--- src/rtl/bank_core_req_queue_pkg.sv ---
// Shared cache-bank definitions: word/lane widths, the queued request entry
// and small lane-mask helpers used by the request queue.
package bank_core_req_queue_pkg;

  localparam int WORD_SIZE       = 4;
  localparam int NUM_REQUESTS    = 4;
  localparam int CORE_TAG_WIDTH  = 8;
  localparam int WORD_WIDTH      = WORD_SIZE * 8;
  localparam int WORD_ADDR_WIDTH = 32 - $clog2(WORD_SIZE);
  localparam int LANE_W          = (NUM_REQUESTS > 1) ? $clog2(NUM_REQUESTS) : 1;

  typedef logic [NUM_REQUESTS-1:0]    lane_mask_t;
  typedef logic [WORD_ADDR_WIDTH-1:0] word_addr_t;
  typedef logic [WORD_WIDTH-1:0]      word_t;
  typedef logic [WORD_SIZE-1:0]       byteen_t;
  typedef logic [CORE_TAG_WIDTH-1:0]  tag_t;
  typedef logic [LANE_W-1:0]          lane_t;

  typedef struct packed {
    lane_mask_t                           mask;
    logic                                 rw;
    logic [NUM_REQUESTS-1:0][WORD_ADDR_WIDTH-1:0] addr;
    logic [NUM_REQUESTS-1:0][WORD_WIDTH-1:0]      data;
    logic [NUM_REQUESTS-1:0][WORD_SIZE-1:0]       byteen;
    tag_t                                 tag;
  } req_entry_t;

  // Scanning from the top down leaves the lowest set index as the result.
  function automatic lane_t lowest_lane(input lane_mask_t m);
    lowest_lane = '0;
    for (int i = NUM_REQUESTS - 1; i >= 0; i--) begin
      if (m[i]) lowest_lane = LANE_W'(i);
    end
  endfunction

  function automatic logic is_single(input lane_mask_t m);
    is_single = (m != '0) && ((m & (m - NUM_REQUESTS'(1))) == '0);
  endfunction

endpackage

--- src/rtl/bank_core_req_queue_if.sv ---
// Push-side and bank-side signals of the per-bank core request queue.
interface bank_core_req_queue_if;
  import bank_core_req_queue_pkg::*;

  logic                                         push_valid;
  logic                                         push_ready;
  lane_mask_t                                   push_mask;
  logic                                         push_rw;
  logic [NUM_REQUESTS-1:0][WORD_ADDR_WIDTH-1:0] push_addr;
  logic [NUM_REQUESTS-1:0][WORD_WIDTH-1:0]      push_data;
  logic [NUM_REQUESTS-1:0][WORD_SIZE-1:0]       push_byteen;
  tag_t                                         push_tag;

  logic       out_valid;
  logic       out_ready;
  lane_t      out_lane;
  word_addr_t out_addr;
  word_t      out_data;
  byteen_t    out_byteen;
  logic       out_rw;
  tag_t       out_tag;
  logic       out_last;
  logic       empty;
  logic       full;

  modport master (
    output push_valid, push_mask, push_rw, push_addr, push_data, push_byteen, push_tag,
    output out_ready,
    input  push_ready, out_valid, out_lane, out_addr, out_data, out_byteen, out_rw,
    input  out_tag, out_last, empty, full
  );

  modport slave (
    input  push_valid, push_mask, push_rw, push_addr, push_data, push_byteen, push_tag,
    input  out_ready,
    output push_ready, out_valid, out_lane, out_addr, out_data, out_byteen, out_rw,
    output out_tag, out_last, empty, full
  );

endinterface

--- src/rtl/bank_req_fifo.sv ---
// Entry storage for the bank request queue: circular buffer with read/write
// pointers and an occupancy count that drives the full/empty flags.
module bank_req_fifo
  import bank_core_req_queue_pkg::*;
#(
  parameter int DEPTH = 8
) (
  input  logic       clk,
  input  logic       reset,
  input  logic       wr_en,
  input  req_entry_t wr_data,
  input  logic       rd_en,
  output req_entry_t rd_data,
  output logic       empty,
  output logic       full
);

  localparam int PTR_W = $clog2(DEPTH);
  localparam int CNT_W = PTR_W + 1;

  req_entry_t       mem [DEPTH];
  logic [PTR_W-1:0] wr_ptr;
  logic [PTR_W-1:0] rd_ptr;
  logic [CNT_W-1:0] count;

  // Storage is deliberately left out of reset; only pointers and count matter.
  always_ff @(posedge clk) begin
    if (wr_en) mem[wr_ptr] <= wr_data;
  end

  // DEPTH is a power of two, so the pointers wrap by plain overflow.
  always_ff @(posedge clk or negedge reset) begin
    if (!reset) begin
      wr_ptr <= '0;
      rd_ptr <= '0;
      count  <= '0;
    end else begin
      if (wr_en) wr_ptr <= wr_ptr + PTR_W'(1);
      if (rd_en) rd_ptr <= rd_ptr + PTR_W'(1);
      case ({wr_en, rd_en})
        2'b10:   count <= count + CNT_W'(1);
        2'b01:   count <= count - CNT_W'(1);
        default: count <= count;
      endcase
    end
  end

  assign rd_data = mem[rd_ptr];
  assign empty   = (count == '0);
  assign full    = (count == CNT_W'(DEPTH));

endmodule

--- src/rtl/bank_core_req_queue.sv ---
// Per-bank core request queue: buffers multi-lane requests and hands their
// valid lanes to the bank pipeline one per cycle, lowest lane first.
module bank_core_req_queue
  import bank_core_req_queue_pkg::*;
#(
  parameter int REQQ_SIZE = 8
) (
  input logic                  clk,
  input logic                  reset,
  bank_core_req_queue_if.slave bus
);

  req_entry_t push_entry;
  req_entry_t head;
  lane_mask_t served;
  lane_mask_t remaining;
  logic       fifo_empty;
  logic       fifo_full;
  logic       push_fire;
  logic       out_fire;
  logic       pop;

  // An all-zero mask is never stored, so a head entry always has a lane to serve.
  assign push_fire = bus.push_valid & ~fifo_full & (|bus.push_mask);
  assign out_fire  = bus.out_valid & bus.out_ready;
  assign pop       = out_fire & bus.out_last;

  always_comb begin
    push_entry        = '0;
    push_entry.mask   = bus.push_mask;
    push_entry.rw     = bus.push_rw;
    push_entry.addr   = bus.push_addr;
    push_entry.data   = bus.push_data;
    push_entry.byteen = bus.push_byteen;
    push_entry.tag    = bus.push_tag;
  end

  bank_req_fifo #(
    .DEPTH (REQQ_SIZE)
  ) u_fifo (
    .clk     (clk),
    .reset   (reset),
    .wr_en   (push_fire),
    .wr_data (push_entry),
    .rd_en   (pop),
    .rd_data (head),
    .empty   (fifo_empty),
    .full    (fifo_full)
  );

  always_ff @(posedge clk or negedge reset) begin
    if (!reset) begin
      served <= '0;
    end else if (out_fire) begin
      if (bus.out_last) served <= '0;
      else              served[bus.out_lane] <= 1'b1;
    end
  end

  assign remaining = head.mask & ~served;

  // out_last is gated by out_valid so an unwritten head slot cannot raise it.
  assign bus.out_valid  = ~fifo_empty;
  assign bus.out_lane   = lowest_lane(remaining);
  assign bus.out_last   = ~fifo_empty & is_single(remaining);
  assign bus.out_addr   = head.addr[bus.out_lane];
  assign bus.out_data   = head.data[bus.out_lane];
  assign bus.out_byteen = head.byteen[bus.out_lane];
  assign bus.out_rw     = head.rw;
  assign bus.out_tag    = head.tag;
  assign bus.push_ready = ~fifo_full;
  assign bus.empty      = fifo_empty;
  assign bus.full       = fifo_full;

  push_mask_nonzero_a: assert property (
    @(posedge clk) disable iff (!reset) !(bus.push_valid && bus.push_mask == '0)
  );

endmodule

--- src/flat_wrapper.sv ---
// flat-port wrapper written by rule: the top's interface ports become plain ports
module bank_core_req_queue_flat import bank_core_req_queue_pkg::*;
#(
  parameter int REQQ_SIZE = 8
)
  (clk, reset, bus_push_valid, bus_push_mask, bus_push_rw, bus_push_addr, bus_push_data, bus_push_byteen, bus_push_tag, bus_out_ready, bus_push_ready, bus_out_valid, bus_out_lane, bus_out_addr, bus_out_data, bus_out_byteen, bus_out_rw, bus_out_tag, bus_out_last, bus_empty, bus_full);
  bank_core_req_queue_if bus_i ();
  input logic clk;
  input logic reset;
  input wire logic [$bits(bus_i.push_valid)-1:0] bus_push_valid;
  input wire logic [$bits(bus_i.push_mask)-1:0] bus_push_mask;
  input wire logic [$bits(bus_i.push_rw)-1:0] bus_push_rw;
  input wire logic [$bits(bus_i.push_addr)-1:0] bus_push_addr;
  input wire logic [$bits(bus_i.push_data)-1:0] bus_push_data;
  input wire logic [$bits(bus_i.push_byteen)-1:0] bus_push_byteen;
  input wire logic [$bits(bus_i.push_tag)-1:0] bus_push_tag;
  input wire logic [$bits(bus_i.out_ready)-1:0] bus_out_ready;
  output wire logic [$bits(bus_i.push_ready)-1:0] bus_push_ready;
  output wire logic [$bits(bus_i.out_valid)-1:0] bus_out_valid;
  output wire logic [$bits(bus_i.out_lane)-1:0] bus_out_lane;
  output wire logic [$bits(bus_i.out_addr)-1:0] bus_out_addr;
  output wire logic [$bits(bus_i.out_data)-1:0] bus_out_data;
  output wire logic [$bits(bus_i.out_byteen)-1:0] bus_out_byteen;
  output wire logic [$bits(bus_i.out_rw)-1:0] bus_out_rw;
  output wire logic [$bits(bus_i.out_tag)-1:0] bus_out_tag;
  output wire logic [$bits(bus_i.out_last)-1:0] bus_out_last;
  output wire logic [$bits(bus_i.empty)-1:0] bus_empty;
  output wire logic [$bits(bus_i.full)-1:0] bus_full;
  assign bus_i.push_valid = bus_push_valid;
  assign bus_i.push_mask = bus_push_mask;
  assign bus_i.push_rw = bus_push_rw;
  assign bus_i.push_addr = bus_push_addr;
  assign bus_i.push_data = bus_push_data;
  assign bus_i.push_byteen = bus_push_byteen;
  assign bus_i.push_tag = bus_push_tag;
  assign bus_i.out_ready = bus_out_ready;
  assign bus_push_ready = bus_i.push_ready;
  assign bus_out_valid = bus_i.out_valid;
  assign bus_out_lane = bus_i.out_lane;
  assign bus_out_addr = bus_i.out_addr;
  assign bus_out_data = bus_i.out_data;
  assign bus_out_byteen = bus_i.out_byteen;
  assign bus_out_rw = bus_i.out_rw;
  assign bus_out_tag = bus_i.out_tag;
  assign bus_out_last = bus_i.out_last;
  assign bus_empty = bus_i.empty;
  assign bus_full = bus_i.full;
  bank_core_req_queue #(.REQQ_SIZE(REQQ_SIZE)) u_core (.clk(clk), .reset(reset), .bus(bus_i));
endmodule
--- config.mk ---
export PLATFORM = sky130hd
export DESIGN_NAME = bank_core_req_queue_flat
export DESIGN_NICKNAME = d
export VERILOG_FILES = /design/src/rtl/bank_core_req_queue_pkg.sv /design/src/rtl/bank_core_req_queue_if.sv /design/src/rtl/bank_req_fifo.sv /design/src/rtl/bank_core_req_queue.sv /design/src/flat_wrapper.sv
export SDC_FILE = /design/constraint.sdc
export NUM_CORES = 2
export LEC_CHECK = 0
export ABC_AREA = 1
export ABC_CLOCK_PERIOD_IN_PS = 33600
export BUFFER_PORTS_ARGS = -buffer_cell sky130_fd_sc_hd__buf_2
export CAP_MARGIN = 20
export CORE_MARGIN = 3
export CORE_UTILIZATION = 42
export CTS_CLUSTER_SIZE = 24
export DETAILED_ROUTE_END_ITERATION = 10
export SLEW_MARGIN = 20
export SYNTH_ARGS = -nofsm -noshare
export SYNTH_HDL_FRONTEND = slang
export SYNTH_HIERARCHICAL = 1
export SYNTH_SLANG_ARGS = --single-unit
--- constraint.sdc ---
create_clock -name clk -period 33.6 [get_ports clk]
set_input_delay 6.72 -clock clk [delete_from_list [all_inputs] [get_ports clk]]
set_output_delay 6.72 -clock clk [all_outputs]
set_load 0.03 [all_outputs]
==> metrics.txt <==
status complete, no violations; R2R Setup Slk between 20 and 30 ns; Post-Route Skew 0.0514 ns; DRC viols 0; number of clock sinks roughly 2200; CP arrival between 6 and 7 ns; crit path launch type flip-flop; WHS Endpoint u_core/u_fifo/count[0]; Syn Std Cell Area between 0.08 and 0.09 sq mm; r2r startpoint u_core/u_fifo/rd_ptr[1]; Setup Fix Bufs, Post-CTS 0; First DRT Iteration DRCs 6079; port bufs 362; total CTS buffers ~220; Reg area about 0.067 sq mm; critical path endpoint category output port; Via Count roughly 57000; yosys warns 6; Seq/Total Area, Yosys between 70 and 80%; power density over cell area about 66 mW/mm^2; Mapped Avg Cell Area 12.9 sq um; post-synth cell types 30; H-tree depth 4; nets 7311; slew margin rel. about a fifth; hold_ws between 0.5 and 0.6 ns; pin count of the biggest net entering global routing between 300 and 400; worst min path class flip-flop to flip-flop; Vias per Instance 5.65; total die area between 0.2 and 0.25 sq mm; global route total overflow 0; Core Util, Final between 40% and 50%; Synth Register Bits 2230; WS Path Type flip-flop to output port; global-route wire length before repair 366000 um; Final Non-Filler Cells approximately 10000; Fill cells roughly 18000; min-delay src u_core/u_fifo/count[0]; Mapped Nets 7120; Worst Max-Slew Pin Slew approximately 1.2 ns; worst-path fanout max 90; I/O pins approximately 360; PostCTS Resize Cnt 0; Post-Place Cells 9585; Row Count approximately 170; DR WL/cell 25.1 um; GRT Overall Usage a little under a quarter; hold path depth 1; area of the multi-input gates about 0.019 sq mm; worst r2r path cells 19; CP Data Required Time between 20 and 30 ns; Final Max Slew Viols 0; Vert. Die Dim 464 um; root buf cell clkbuf_16; fmax roughly 77 MHz; Area Overhead vs Synth 12.8%; vias in the first global route approximately 53000; latest clock arrival within the worst-skew pair between 0.8 and 0.9 ns; unrepaired setup endpoints after global routing no; Clock Path Buffers 3; worst vdd ir 0.0572 mV; DRT Wirelength 252000 um; layout cells sized above 1 10.8%; period utilisation layout between 30% and 40%; Gate Count Post-Synth about 6800; Placeable Area 0.208 sq mm; Placer Congestion about 0.83; setup TNS 0 ns; Tot Pwr about 6.5 mW; leak pwr about 34 nW; initial antenna violation count approximately 120; DP Wirelength ~140000 um; Starting Density 42.4%; Detailed Routing Iterations Pass 1 5; Die Wd around 460 um; # Max-Cap Violations 0; Final Hold Vio Count 0; CTS tree done; worst reg2reg path endpoint u_core/u_fifo/count[2]; Final Setup Violations 0; Routed Antenna Nets 0; Hold-fix buffers, CTS 0; Tmin final around 13 ns; clk slew on worst S/H paths approximately 0.06 ns
[state kept, by name, indices dropped and copies added, names as in the netlist]
signal                flops
u_core/u_fifo/wr_ptr      3
u_core/u_fifo/count       4
u_core/u_fifo/mem      2216
u_core/u_fifo/rd_ptr      3
u_core/served             4
[power by group]
group	internal [mW]	switching, mW	leakage [nW]
Clock	1.39	1.05	3.51
Sequential	3.44	0.0619	20.3
Combinational	0.109	0.462	9.92
Total	4.95	1.57	33.7
[stage by stage]
step                      area (sq um)  setup WS (ns)
after floorplan                  88000          13.79
after global placement           91900          21.18
after detailed placement         92000          21.07
after CTS                        99100          20.14
after global routing             99200          20.14
final                            99300          20.59
[metal layers]
| metal | vias up | global-route usage, % | part of all wire [%] |
|---|---|---|---|
| met3 | 552 | 5.22 | 8.6 |
| met1 | 28100 | 30.5 | 40 |
| met5 | - | 0 | 0.13 |
| met2 | 2461 | 35.9 | 47 |
| li1 | 25500 | - | - |
| met4 | 52 | 9.76 | 4.4 |
[final cells by class]
type | instances | area share [%]
sequential | 2230 | 67.4
multi-input combinational | 4092 | 19.0
clock buffer | 276 | 5.88
tap | 2788 | 3.51
timing repair buffer | 443 | 2.63
clock inverter | 137 | 1.35
inverter | 34 | 0.178
antenna | 42 | 0.106
[cell families after synthesis]
family,count (synthesis),share of synthesized area (%)
and+or+nand+nor,2413,10.9
DFF,2230,76.0
AOI/OAI and AO/OA,1668,10.3
buffers and inverters,512,2.71
xor gates and xnor gates,6,0.0597
adders and majority gates,5,0.0711
[worst max path at each step]
stage          cells past startpoint                      end                    start  slack (ns)
2_1_floorplan                      5  u_core/u_fifo/mem[0][0]           bus_push_valid       13.79
3_3_place_gp                      14        bus_out_byteen[3]  u_core/u_fifo/rd_ptr[0]       21.18
3_5_place_dp                      14        bus_out_byteen[0]  u_core/u_fifo/rd_ptr[0]       21.07
4_1_cts                           14        bus_out_byteen[0]  u_core/u_fifo/rd_ptr[0]       20.14
5_1_grt                           14          bus_out_addr[3]  u_core/u_fifo/rd_ptr[1]       20.14
6_report                          14          bus_out_addr[2]  u_core/u_fifo/rd_ptr[1]       20.59
[layout by cell type (no fill, tap or decap), types with 3 or more instances in the layout]
cell type | netlist | final
edfxtp_1 | 2216 | 2216
nor2_1 | 1124 | 1116
o21ai_0 | 1101 | 1101
nand2_1 | 1006 | 1006
o22ai_1 | 554 | 554
buf_2 | 131 | 362
clkbuf_16 | 0 | 226
nand3_1 | 205 | 205
buf_4 | 25 | 66
nand3b_1 | 66 | 66
clkinv_1 | 0 | 53
clkbuf_1 | 276 | 50
clkinv_2 | 0 | 47
diode_2 | 0 | 42
inv_1 | 26 | 25
bufinv_16 | 0 | 21
dfrtp_1 | 14 | 11
o21ai_1 | 11 | 11
nor2_4 | 2 | 10
buf_12 | 0 | 10
inv_6 | 1 | 5
clkinv_16 | 0 | 5
ha_1 | 5 | 5
clkinvlp_4 | 0 | 4
xor2_1 | 4 | 4
clkinv_8 | 0 | 3
inv_2 | 6 | 3
buf_16 | 0 | 3
dfrtp_4 | 0 | 3
[cell usage after synthesis, drive strengths merged]
cell type | number | area share [%]
o21ai | 1112 | 6.3
nand3b | 66 | 0.56
ha | 5 | 0.071
buf | 202 | 1.4
nor4 | 1 | 0.0071
nand3 | 206 | 1.2
nand2 | 1010 | 4.3
dfrtp | 14 | 0.40
nor2 | 1126 | 4.8
xor2 | 4 | 0.040
xnor2 | 2 | 0.020
clkbuf | 276 | 1.2
o22ai | 554 | 3.9
a21oi | 2 | 0.011
or2 | 2 | 0.014
nor3 | 1 | 0.0057
edfxtp | 2216 | 76
nand4 | 1 | 0.0071
inv | 34 | 0.15
[critical path, stage by stage, from the launching register on]
cell and delay (ns):
dfrtp_4 1.02, buf_4 0.78, buf_4 0.92, o21ai_0 0.21
o22ai_1 0.22, nand2_1 0.07, nand2_1 0.10, nand2_1 0.10
nand2_1 0.14, nand2_2 0.10, nand2_4 0.08, buf_4 0.85
nand3_1 0.20, nand3b_1 0.30, buf_2 0.25
Note: power is estimated with default switching activity, not from simulation.
